==> src/rtl/dmem_wbuf.sv <==
// Data-memory store buffer: in-order write FIFO drained to a handshaked backing memory, plus load handling.
// Define DMEM_WBUF_FWD_EN to forward buffered store data to matching loads instead of draining first.
module dmem_wbuf #(
   parameter int N     = 64,
   parameter int DEPTH = 4
) (
   input  logic                     clk,
   input  logic                     reset,
   input  logic [N-1:0]             DM_addr,
   input  logic [N-1:0]             DM_writeData,
   input  logic                     DM_writeEnable,
   input  logic                     DM_readEnable,
   output logic [N-1:0]             DM_readData,
   output logic                     stall,
   output logic                     mem_req,
   output logic                     mem_we,
   output logic [N-1:0]             mem_addr,
   output logic [N-1:0]             mem_wdata,
   input  logic                     mem_ack,
   input  logic [N-1:0]             mem_rdata,
   output logic [$clog2(DEPTH):0]   count
);

   localparam int PW = $clog2(DEPTH);
   localparam int CW = PW + 1;

   typedef enum logic [1:0] {IDLE, DRAIN, READ, RDONE} state_t;

   state_t         state;
   logic [N-1:0]   addr_q [DEPTH];
   logic [N-1:0]   data_q [DEPTH];
   logic [PW-1:0]  head;
   logic [PW-1:0]  tail;
   logic [N-1:0]   rdata_q;
   logic           match;
   logic           full;
   logic           load_req;
   logic           load_miss;
   logic           load_block;
   logic           push;
   logic           pop;
`ifdef DMEM_WBUF_FWD_EN
   logic [N-1:0]   fwd_data;
`endif

   // Scan valid entries oldest to youngest so the last hit is the youngest store.
   always_comb begin
      match = 1'b0;
`ifdef DMEM_WBUF_FWD_EN
      fwd_data = '0;
`endif
      for (int i = 0; i < DEPTH; i++) begin
         if ((CW'(i) < count) && (addr_q[head + PW'(i)] == DM_addr)) begin
            match = 1'b1;
`ifdef DMEM_WBUF_FWD_EN
            fwd_data = data_q[head + PW'(i)];
`endif
         end
      end
   end

   assign full      = (count == CW'(DEPTH));
   assign load_req  = DM_readEnable & ~DM_writeEnable;
   assign load_miss = load_req & ~match;
`ifdef DMEM_WBUF_FWD_EN
   assign load_block = load_miss;
`else
   assign load_block = load_req;
`endif
   assign stall = reset & ((DM_writeEnable & full) | (load_block & (state != RDONE)));
   assign push  = DM_writeEnable & ~full;
   assign pop   = (state == DRAIN) & mem_ack;

   // NOTE: every output of a combinational block gets a default first, so no latch is inferred.
   always_comb begin
      DM_readData = '0;
      if (state == RDONE) DM_readData = rdata_q;
`ifdef DMEM_WBUF_FWD_EN
      else if (load_req && match) DM_readData = fwd_data;
`endif
   end

   // NOTE: the entry storage has no reset; head/tail/count alone decide which entries are valid.
   always_ff @(posedge clk) begin
      if (push) begin
         addr_q[tail] <= DM_addr;
         data_q[tail] <= DM_writeData;
      end
   end

   // NOTE: registered state always uses non-blocking assignments.
   always_ff @(posedge clk or negedge reset) begin
      if (!reset) begin
         head  <= '0;
         tail  <= '0;
         count <= '0;
      end else begin
         if (push) tail <= tail + PW'(1);
         if (pop)  head <= head + PW'(1);
         count <= count + CW'(push) - CW'(pop);
      end
   end

   // Request outputs are loaded on entry to DRAIN/READ and held untouched until mem_ack.
   always_ff @(posedge clk or negedge reset) begin
      if (!reset) begin
         state     <= IDLE;
         mem_req   <= 1'b0;
         mem_we    <= 1'b0;
         mem_addr  <= '0;
         mem_wdata <= '0;
         rdata_q   <= '0;
      end else begin
         case (state)
            IDLE: begin
               if (load_miss) begin
                  state     <= READ;
                  mem_req   <= 1'b1;
                  mem_we    <= 1'b0;
                  mem_addr  <= DM_addr;
                  mem_wdata <= '0;
               end else if (count != '0) begin
                  state     <= DRAIN;
                  mem_req   <= 1'b1;
                  mem_we    <= 1'b1;
                  mem_addr  <= addr_q[head];
                  mem_wdata <= data_q[head];
               end
            end
            DRAIN: begin
               if (mem_ack) begin
                  state   <= IDLE;
                  mem_req <= 1'b0;
                  mem_we  <= 1'b0;
               end
            end
            READ: begin
               if (mem_ack) begin
                  state   <= RDONE;
                  mem_req <= 1'b0;
                  rdata_q <= mem_rdata;
               end
            end
            RDONE:   state <= IDLE;
            default: state <= IDLE;
         endcase
      end
   end

endmodule

==> config.mk <==
export PLATFORM = sky130hd
export DESIGN_NAME = dmem_wbuf
export DESIGN_NICKNAME = d
export VERILOG_FILES = /design/src/rtl/dmem_wbuf.sv
export SDC_FILE = /design/constraint.sdc
export NUM_CORES = 1
export LEC_CHECK = 0
export BUFFER_PORTS_ARGS = -buffer_cell sky130_fd_sc_hd__buf_4
export CAP_MARGIN = 5
export CORE_ASPECT_RATIO = 1.75
export CORE_MARGIN = 1
export CORE_UTILIZATION = 45
export DETAILED_ROUTE_END_ITERATION = 10
export PLACE_DENSITY = 0.65
export REMOVE_ABC_BUFFERS = 1
export SYNTH_ARGS = -nofsm -noshare
export SYNTH_HDL_FRONTEND = slang
export SYNTH_SLANG_ARGS = --single-unit
export TNS_END_PERCENT = 50
==> constraint.sdc <==
create_clock -name clk -period 10.45 [get_ports clk]
set_input_delay 2.09 -clock clk [delete_from_list [all_inputs] [get_ports clk]]
set_output_delay 2.09 -clock clk [all_outputs]
set_load 0.02 [all_outputs]
After elaboration in Yosys (flattened, before gate mapping)
Memories as Yosys holds them, arrays and structs flattened.
Index checks and enable logic that the tools add are counted.
Cells by class
  add/subtract/negate cells: 6
  reduce and logical (&&, ||, !) cells: 15
  eq/ne operators: 13
  mux-type cells: 22
  order comparisons: 4
  bitwise operators: 11
Operators by type and width (count)
  $mux 64: 5
  $eq 64x64->1: 4
  $mux 1: 10
  $reduce_and 3->1: 3
  $mux 2: 4
  $pmux 2 s4: 1
  $and 1x1->1: 7
  $lt 1x3->1 const A: 2
  $lt 2x3->1 const A: 2
  $ne 2x2->1 const B: 3
  $reduce_bool 2->1: 3
  $add 2x1->2 const B: 2
  $add 2x2->2 const B: 2
  $eq 2x2->1 const B: 2
  $logic_and 1x1->1: 4
  $pmux 1 s2: 2
  $reduce_and 2->1: 2
  $add 3x1->3: 1
  $eq 3x3->1 const B: 1
  $ne 3x3->1 const B: 1
  $not 1->1: 3
  $reduce_bool 3->1: 1
  $sub 3x1->3: 1
  $eq 2x1->1 const B: 1
  4 further kinds: 4
Word-level totals
  memories kept: 2
  register bits after elaboration: 203
  RAM bits: 512
  word-level logic and storage cells: 82
  output and inout port bits: 198
Memories
  addr_q: depth 4, width 64, rd ports 4, clocked after memory_dff 0, write ports 1, RTL line 30  | logic [N-1:0] addr_q [DEPTH];
  data_q: depth 4, width 64, rd ports 1, clocked after memory_dff 0, write ports 1, RTL line 31  | logic [N-1:0] data_q [DEPTH];

Depth between registers and ports, before layout
Gate-level depths: netlist of the first run.
An unclocked memory read counts as a cell.
  depth after elaboration: 11
  mapped depth: 17
  mapped depth without buffers: 10

Worst setup path after synthesis of the first run
OpenSTA, ideal clock, no wires.
  kind: input port to flip-flop
  start: input port DM_writeEnable
  end: memory addr_q[0][0], enable pin
  buffers on the path: 0
  setup slack: 4.451 ns
  stages on the path: 3
  required time: 9.948 ns
  library setup time: 0.502 ns
  data arrival time: 5.497 ns
  path through: inv_1 > a21oi_1 > and2_1
On the way
  cells in the longest elaborated chain, start to end: 3
RTL lines
  start, declared: RTL line 11  | input logic DM_writeEnable,
  $and 1x1->1: RTL line 71  | assign push = DM_writeEnable & ~full;
  $mux 1: RTL line 85  | if (push) begin
  $mux 1 (not written as such): RTL line 86  | addr_q[tail] <= DM_addr;
  end, declared: RTL line 30
No other way between the ends.

Worst setup path in the final report of the first run
  start: register head[1]
  end: register mem_wdata[18]
On the way
  cells in the longest elaborated chain, start to end: 11
RTL lines
  start, declared: RTL line 32  | logic [PW-1:0] head;
  start signal, assigned: RTL line 99  | if (pop) head <= head + PW'(1);
  $add 2x1->2 or $mem_v2 4x64 (tied branches)
  $mem_v2 4x64 or $eq 64x64->1 (tied branches)
  $eq 64x64->1 or $logic_and 1x1->1 (tied branches): RTL line 53  | if ((CW'(i) < count) && (addr_q[head + PW'(i)] == DM_addr)) begin
  $logic_and 1x1->1 or $mux 1 (tied branches): RTL line 53
  $mux 1 (3 in series): RTL line 53
  $not 1->1: RTL line 64  | assign load_miss = load_req & ~match;
  $and 1x1->1: RTL line 64
  $reduce_bool 2->1 (no line)
  $reduce_and 2->1 (no line)
  end signal, assigned: RTL line 127  | mem_wdata <= data_q[head];
  end, declared: RTL line 18  | output logic [N-1:0] mem_wdata,
Parallel ways exist; a longest one is shown, timed or not. The select of a mux whose other input is x is not followed.
A chain may end at the register's enable or synchronous reset.

==> results of run 1 <==
-- cell usage after synthesis (5+ instances only) --
master / instances
o2bb2ai_1: 8
nand3_1: 10
nand2_1: 49
xnor2_1: 148
mux4_2: 231
nand4_1: 35
nand2b_1: 5
a22o_1: 68
inv_1: 40
o2111ai_1: 5
mux2_2: 103
or2_2: 27
a221oi_1: 7
a221o_1: 5
xor2_1: 53
a2bb2oi_1: 55
or4_1: 5
a22oi_1: 10
nor4_1: 24
nor2_1: 38
and2_1: 75
o21ai_0: 16
buf_4: 32
buf_6: 12
mux2_1: 8
mux2i_1: 212
a21oi_1: 16
nor3_1: 7
buf_2: 42
clkbuf_1: 97
o221ai_1: 9
edfxtp_1: 512
a2111oi_0: 6
ha_1: 13
o22ai_1: 12
dfrtp_1: 203
o22a_1: 20
-- per-layer routing --
metal	wire length [um]	share of wire (%)	track usage, %	vias to the layer above
met5	93	0.086	0	-
li1	-	-	-	9604
met1	38600	36	29.7	11600
met3	7630	7.0	6.33	235
met4	6850	6.3	16.6	12
met2	55400	51	47.0	938
-- state kept, by name (all words and copies together), names as in the netlist --
| name | count |
|---|---|
| mem_req | 1 |
| tail | 2 |
| count | 3 |
| data_q | 256 |
| mem_we | 1 |
| addr_q | 256 |
| head | 2 |
| rdata_q | 64 |
| mem_wdata | 64 |
| mem_addr | 64 |
| state | 2 |
-- kinds of logic (layout without fill, tap and decap cells) --
kind of cell,after synthesis,after routing,share of synthesized area (%)
xor gates and xnor gates,201,201,4.91
buffers and inverters,229,598,3.13
muxes,554,554,23.9
adders and majority gates,14,14,0.509
AOI/OAI and AO/OA,271,271,6.16
other,0,2,0
and+or+nand+nor,288,288,4.42
DFF,715,715,57.0
-- power by group through the flow --
stage	Sequential (mW)	Combinational [mW]	Clock, mW
2_1_floorplan	5.01	4.81	0
3_3_place_gp	4.37	6.34	0
3_5_place_dp	4.42	6.40	0
4_1_cts	4.37	6.42	2.69
5_1_grt	4.46	6.72	2.78
6_report	4.37	6.38	2.63
-- critical path, stage by stage, from the launching register on --
cell and delay, ns:
dfrtp_4 0.90, buf_4 0.73, buf_4 0.65, mux4_2 0.43, xor2_1 0.16, nor4_1 0.79
nand2_1 0.08, or4_1 0.41, nor4_1 0.34, nor4_2 0.13, buf_4 0.36, o21ai_4 0.23
buf_4 0.68, a22o_1 0.27
-- final cells by class --
type / instances / area (um^2) / area share, %
multi-input cells: 1328 / 14300 / 34.3
clock buffers: 91 / 1930 / 4.60
well taps: 1035 / 1290 / 3.09
clock inverters: 38 / 420 / 1.00
repair buffers: 427 / 3260 / 7.79
diodes: 2 / 5.00 / 0.0120
flip-flops and latches: 715 / 20500 / 48.9
inverters: 42 / 158 / 0.376
-- worst paths after layout --
| check | from | cells after the start | slack (ns) | endpoint |
|---|---|---|---|---|
| hold / removal | rdata_q[19] | 1 | 0.50 | rdata_q[19] |
| min in group asynchronous | reset | 1 | 1.44 | rdata_q[62] |
| setup / recovery | head[1] | 13 | 4.01 | mem_wdata[18] |
| max in group asynchronous | reset | 3 | 7.07 | mem_wdata[34] |
| setup reg to reg | head[1] | 13 | 4.01 | mem_wdata[18] |
| hold reg to reg | rdata_q[19] | 1 | 0.50 | rdata_q[19] |
-- metrics by stage --
| stage | setup TNS (ns) | power [mW] | cells | hold WS [ns] |
|---|---|---|---|---|
| after CTS | 0 | 13.5 | 3676 | 0.499 |
| after global routing | 0 | 14.0 | 3677 | 0.510 |
| final | 0 | 13.4 | 3678 | 0.496 |
| after floorplan | -2218.75 | 9.82 | 2085 | 0.472 |
| after global placement | 0 | 10.7 | 3547 | 0.478 |
| after detailed placement | 0 | 10.8 | 3547 | 0.486 |
==> flow_summary_export.csv, run 1 <==
group,metric,value,unit
grt,grt_pass1_vias,23400,
pwr,switchingPower,5.17,mW
timing,skew,0.0255,ns
floorplan,pin_count,395,
floorplan,die_w,215,um
pwr,power_frac_clock,19.7,%
timing,relSlewSlack,19.0,%
placed_design,dp_slack,3.92,ns
synthesis,ys_ff_latch,715,
cts,ctsHoldBuffers,0,
status,status,"finished, final reports clean",
grt,grt_max_degree,129,
synthesis,synth-edff-count,512,
floorplan,dieArea,0.0809,mm^2
run,cap_violations,0,
timing,finalCriticalPeriod,6.44,ns
cts,htreeDepth,3,
drt,antenna_left,0,
setup_path,start_kind,"flop",
cts,cts_root_buf,"clkbuf_16",
pwr,ir_drop,219,uV
worst_hold_path,hold_path.class,"reg2reg",
cts,clk_pin_slew,0.06,ns
final_layout,final_common_cell,"edfxtp_1",
drt,drt_wl_total,109000,um
placed_design,dpl_cell_area,0.0395,mm^2
synthesis,yosysTopAreaCellShare,42.8,%
synthesis,ys_seq_area_share,57.0,%
setup_path,endpoint_kind,"flop",
final_layout,areaGrowthSynthToFinish,16.7,%
final_layout,fillCellCount,6411,
final_layout,final_cell_mix,"edfxtp_1 (512), buf_4 (422), mux4_2 (231)",
pwr,pwr-share-seq,32.7,%
placed_design,dp_hpwl,75800,um
placed_design,gp_congestion,1.02,
synthesis,ys_async_sr_fraction,28.4,%
cts,cts_buffer_depth,3,
cts,ctsResizeCount,0,
final_layout,final_area,0.0419,mm^2
floorplan,rows,136,
synthesis,synth_area_leaders,"edfxtp_1 (43%), mux4_2 (14%), dfrtp_1 (14%), mux2i_1 (5.9%), xnor2_1 (3.6%)",
drt,first_pass_iters,7,
setup_path,arrival,7.01,ns
setup_path,crit_fanout,64,
cts,cts_setup_buffers,0,
drt,drc_errors,0,
pwr,swShare,38.6,%
drt,drtIter0Drc,1591,
timing,fmax,0.155,GHz
grt,gr-total-overflow,0,
cts,clkLatencyLatePin,0.65,ns
synthesis,synth-warning-count,0,
timing,maxSlewViolCount,0,
timing,worst_slack,4.01,ns
setup_path,criticalPathCategory,"reg2reg",
drt,avgRoutedWirePerCell,29.5,um
drt,viasPerCell,6.09,
floorplan,core_area,0.0788,mm^2
floorplan,start_util,45.6,%
synthesis,avgSynthCellArea,15.8,um^2
final_layout,layout-drive-gt1-share,34.7,%
pwr,powerDensity,320,mW/mm^2
setup_path,cp.required,11.02,ns
synthesis,synth.distinct_cells,64,
cts,clock_sinks,715,
synthesis,syn_area,0.0359,mm^2
timing,worst_slew_pin_slew,1.20,ns
timing,finalSetupViolations,0,
synthesis,yosysTopAreaCell,"edfxtp_1",
grt,grt.total_usage,27.0,%
timing,rsz0062_at_grt,"no",
cts,cts_buffers,70,
cts,cts_tree,"done",
synthesis,synth_cells,2272,
pwr,power_leakage,15.6,nW
drt,vias,22400,
synthesis,synth-main-ff-cell,"edfxtp_1",
grt,grt_pass1_wl,159000,um
placed_design,portBuffers,394,
timing,hold_viol,0,
final_layout,fin_util,53.2,%
pwr,p_comb_share,47.7,%
timing,final.period_utilization,61.6,%
grt,antenna_found_initial,8,
pwr,p_int,8.22,mW
floorplan,fp.dieH,376,um
final_layout,final_nets,2795,
Note: power is estimated with default switching activity, not from simulation.
==> run 2: changes to the inputs <==
==> constraint.sdc (replaced) <==
create_clock -name clk -period 6.04 [get_ports clk]
set_input_delay 1.208 -clock clk [delete_from_list [all_inputs] [get_ports clk]]
set_output_delay 1.208 -clock clk [all_outputs]
set_load 0.02 [all_outputs]
==> flow_summary_export.csv, run 2 (synthesized netlist as in run 1, its figures left out) <==
group,metric,value,unit
status,status,"finished, final reports clean",
cts,cts_root_buf,"clkbuf_16",
setup_path,r2r-start,"head[1]",
timing,skew,0.0272,ns
setup_path,crit_buf_inv,3,
timing,finalSetupTns,0,ns
cts,ctsHoldBuffers,0,
worst_hold_path,hold_end,"rdata_q[54]",
worst_hold_path,hold_path.class,"reg2reg",
timing,relSlewSlack,19.5,%
cts,clkLatencyLatePin,0.66,ns
cts,clk_pin_slew,0.06,ns
setup_path,critPathMaxStageDelay,0.90,ns
timing,finalCriticalPeriod,5.35,ns
setup_path,endpoint_kind,"flop",
drt,first_pass_iters,5,
timing,rsz0062_at_grt,"no",
floorplan,core_area,0.0788,mm^2
timing,hold_viol,0,
setup_path,slowest_stage,"dfrtp_4",
setup_path,r2r_slack,0.69,ns
floorplan,die_w,215,um
drt,drc_errors,0,
drt,vias,22500,
grt,grt_max_degree,116,
setup_path,arrival,5.93,ns
cts,cts_buffers,70,
final_layout,final_cell_mix,"edfxtp_1 (512), buf_4 (445), mux4_2 (231)",
setup_path,crit_top_cell,"buf_12",
cts,clock_sinks,715,
cts,ctsResizeCount,0,
grt,grt.total_usage,27.8,%
final_layout,final_cells,3715,
final_layout,fillCellCount,6332,
cts,cts_tree,"done",
pwr,power_leakage,15.9,nW
setup_path,crit_fanout,64,
grt,grt_pass1_vias,23900,
floorplan,rows,136,
setup_path,cp.required,6.62,ns
setup_path,rr_worst_depth,12,
timing,maxSlewViolCount,0,
drt,drt_wl_total,111000,um
setup_path,startpoint,"head[1]",
cts,cts_setup_buffers,0,
drt,viasPerCell,6.07,
floorplan,fp.dieH,376,um
pwr,ir_drop,354,uV
timing,final.period_utilization,88.6,%
setup_path,start_kind,"flop",
setup_path,crit_chain,"buf_12 > mux4_2 > xor2_1 > a221o_1 > nor4_1 > nand4_1 > o311ai_0 > nor4_2 > buf_4 > o21ai_4 > buf_12 > a22o_1",
grt,antenna_found_initial,8,
placed_design,portBuffers,394,
placed_design,gp_congestion,1.02,
setup_path,crit_family,"compound AO/OA/AOI/OAI gates",
pwr,p_total,23.8,mW
run,cap_violations,0,
final_layout,fin_util,54.0,%
placed_design,dp.cells,3583,
drt,drtIter0Drc,1894,
floorplan,start_util,45.6,%
final_layout,reg_top3,"addr_q x256, data_q x256",
floorplan,pin_count,395,
setup_path,criticalPathCategory,"reg2reg",
drt,antenna_left,0,
timing,fmax,0.187,GHz
timing,holdWs,0.499,ns
worst_hold_path,worstHoldStart,"rdata_q[54]",
final_layout,areaGrowthSynthToFinish,18.5,%
final_layout,layout-drive-gt1-share,35.7,%
floorplan,dieArea,0.0809,mm^2
grt,gr-total-overflow,0,
setup_path,r2r-end,"mem_wdata[40]",
final_layout,final_common_cell,"edfxtp_1",
worst_hold_path,min_path_cells,1,
placed_design,dp_hpwl,78800,um
cts,cts_buffer_depth,3,
timing,worst_slew_pin_slew,1.17,ns
grt,grt_pass1_wl,163000,um
pwr,powerDensity,560,mW/mm^2
cts,htreeDepth,3,
final_layout,final_nets,2831,
drt,avgRoutedWirePerCell,29.9,um
timing,finalSetupViolations,0,
==> run 2: where the power goes <==
group / switching [mW] / internal (mW) / leakage (nW) / total (mW)
clock network: 1.96 / 2.90 / 1.26 / 4.86
registers: 0.835 / 6.73 / 7.10 / 7.57
logic: 6.32 / 5.06 / 7.53 / 11.4
==> run 2: worst max path at each step <==
stage / end / slack, ns / cells after the start
floorplan: mem_wdata[62] / -22.45 / 9
global placement: mem_wdata[13] / 0.89 / 12
detailed placement: mem_wdata[18] / 0.78 / 12
CTS: mem_wdata[25] / 0.77 / 12
global route: mem_wdata[15] / 0.53 / 12
finish: mem_wdata[40] / 0.69 / 12
==> run 2: final cells by class <==
type,count,area (um^2),area share (%)
Sequential cell,715,20500,48.1
Multi-Input combinational cell,1328,14400,33.8
Clock inverter,36,487,1.14
Timing Repair Buffer,463,3700,8.69
Tap cell,1035,1290,3.05
Antenna cell,3,7.51,0.0177
Clock buffer,93,2070,4.86
Inverter,42,158,0.371
==> run 2: per-layer routing <==
metal / part of all wire (%) / up-vias / GRT usage [%]
met5: 0.050 / - / 0
met4: 7.6 / 10 / 19.7
met3: 7.1 / 261 / 6.18
met2: 50 / 974 / 47.2
met1: 35 / 11600 / 30.6
li1: - / 9659 / -
==> run 2: metrics by stage <==
step / setup WS [ns] / cell area, um^2
after floorplan: -22.45 / 34900
after global placement: 0.893 / 40000
after detailed placement: 0.777 / 40000
after CTS: 0.767 / 42500
after global routing: 0.527 / 42500
final: 0.690 / 42500
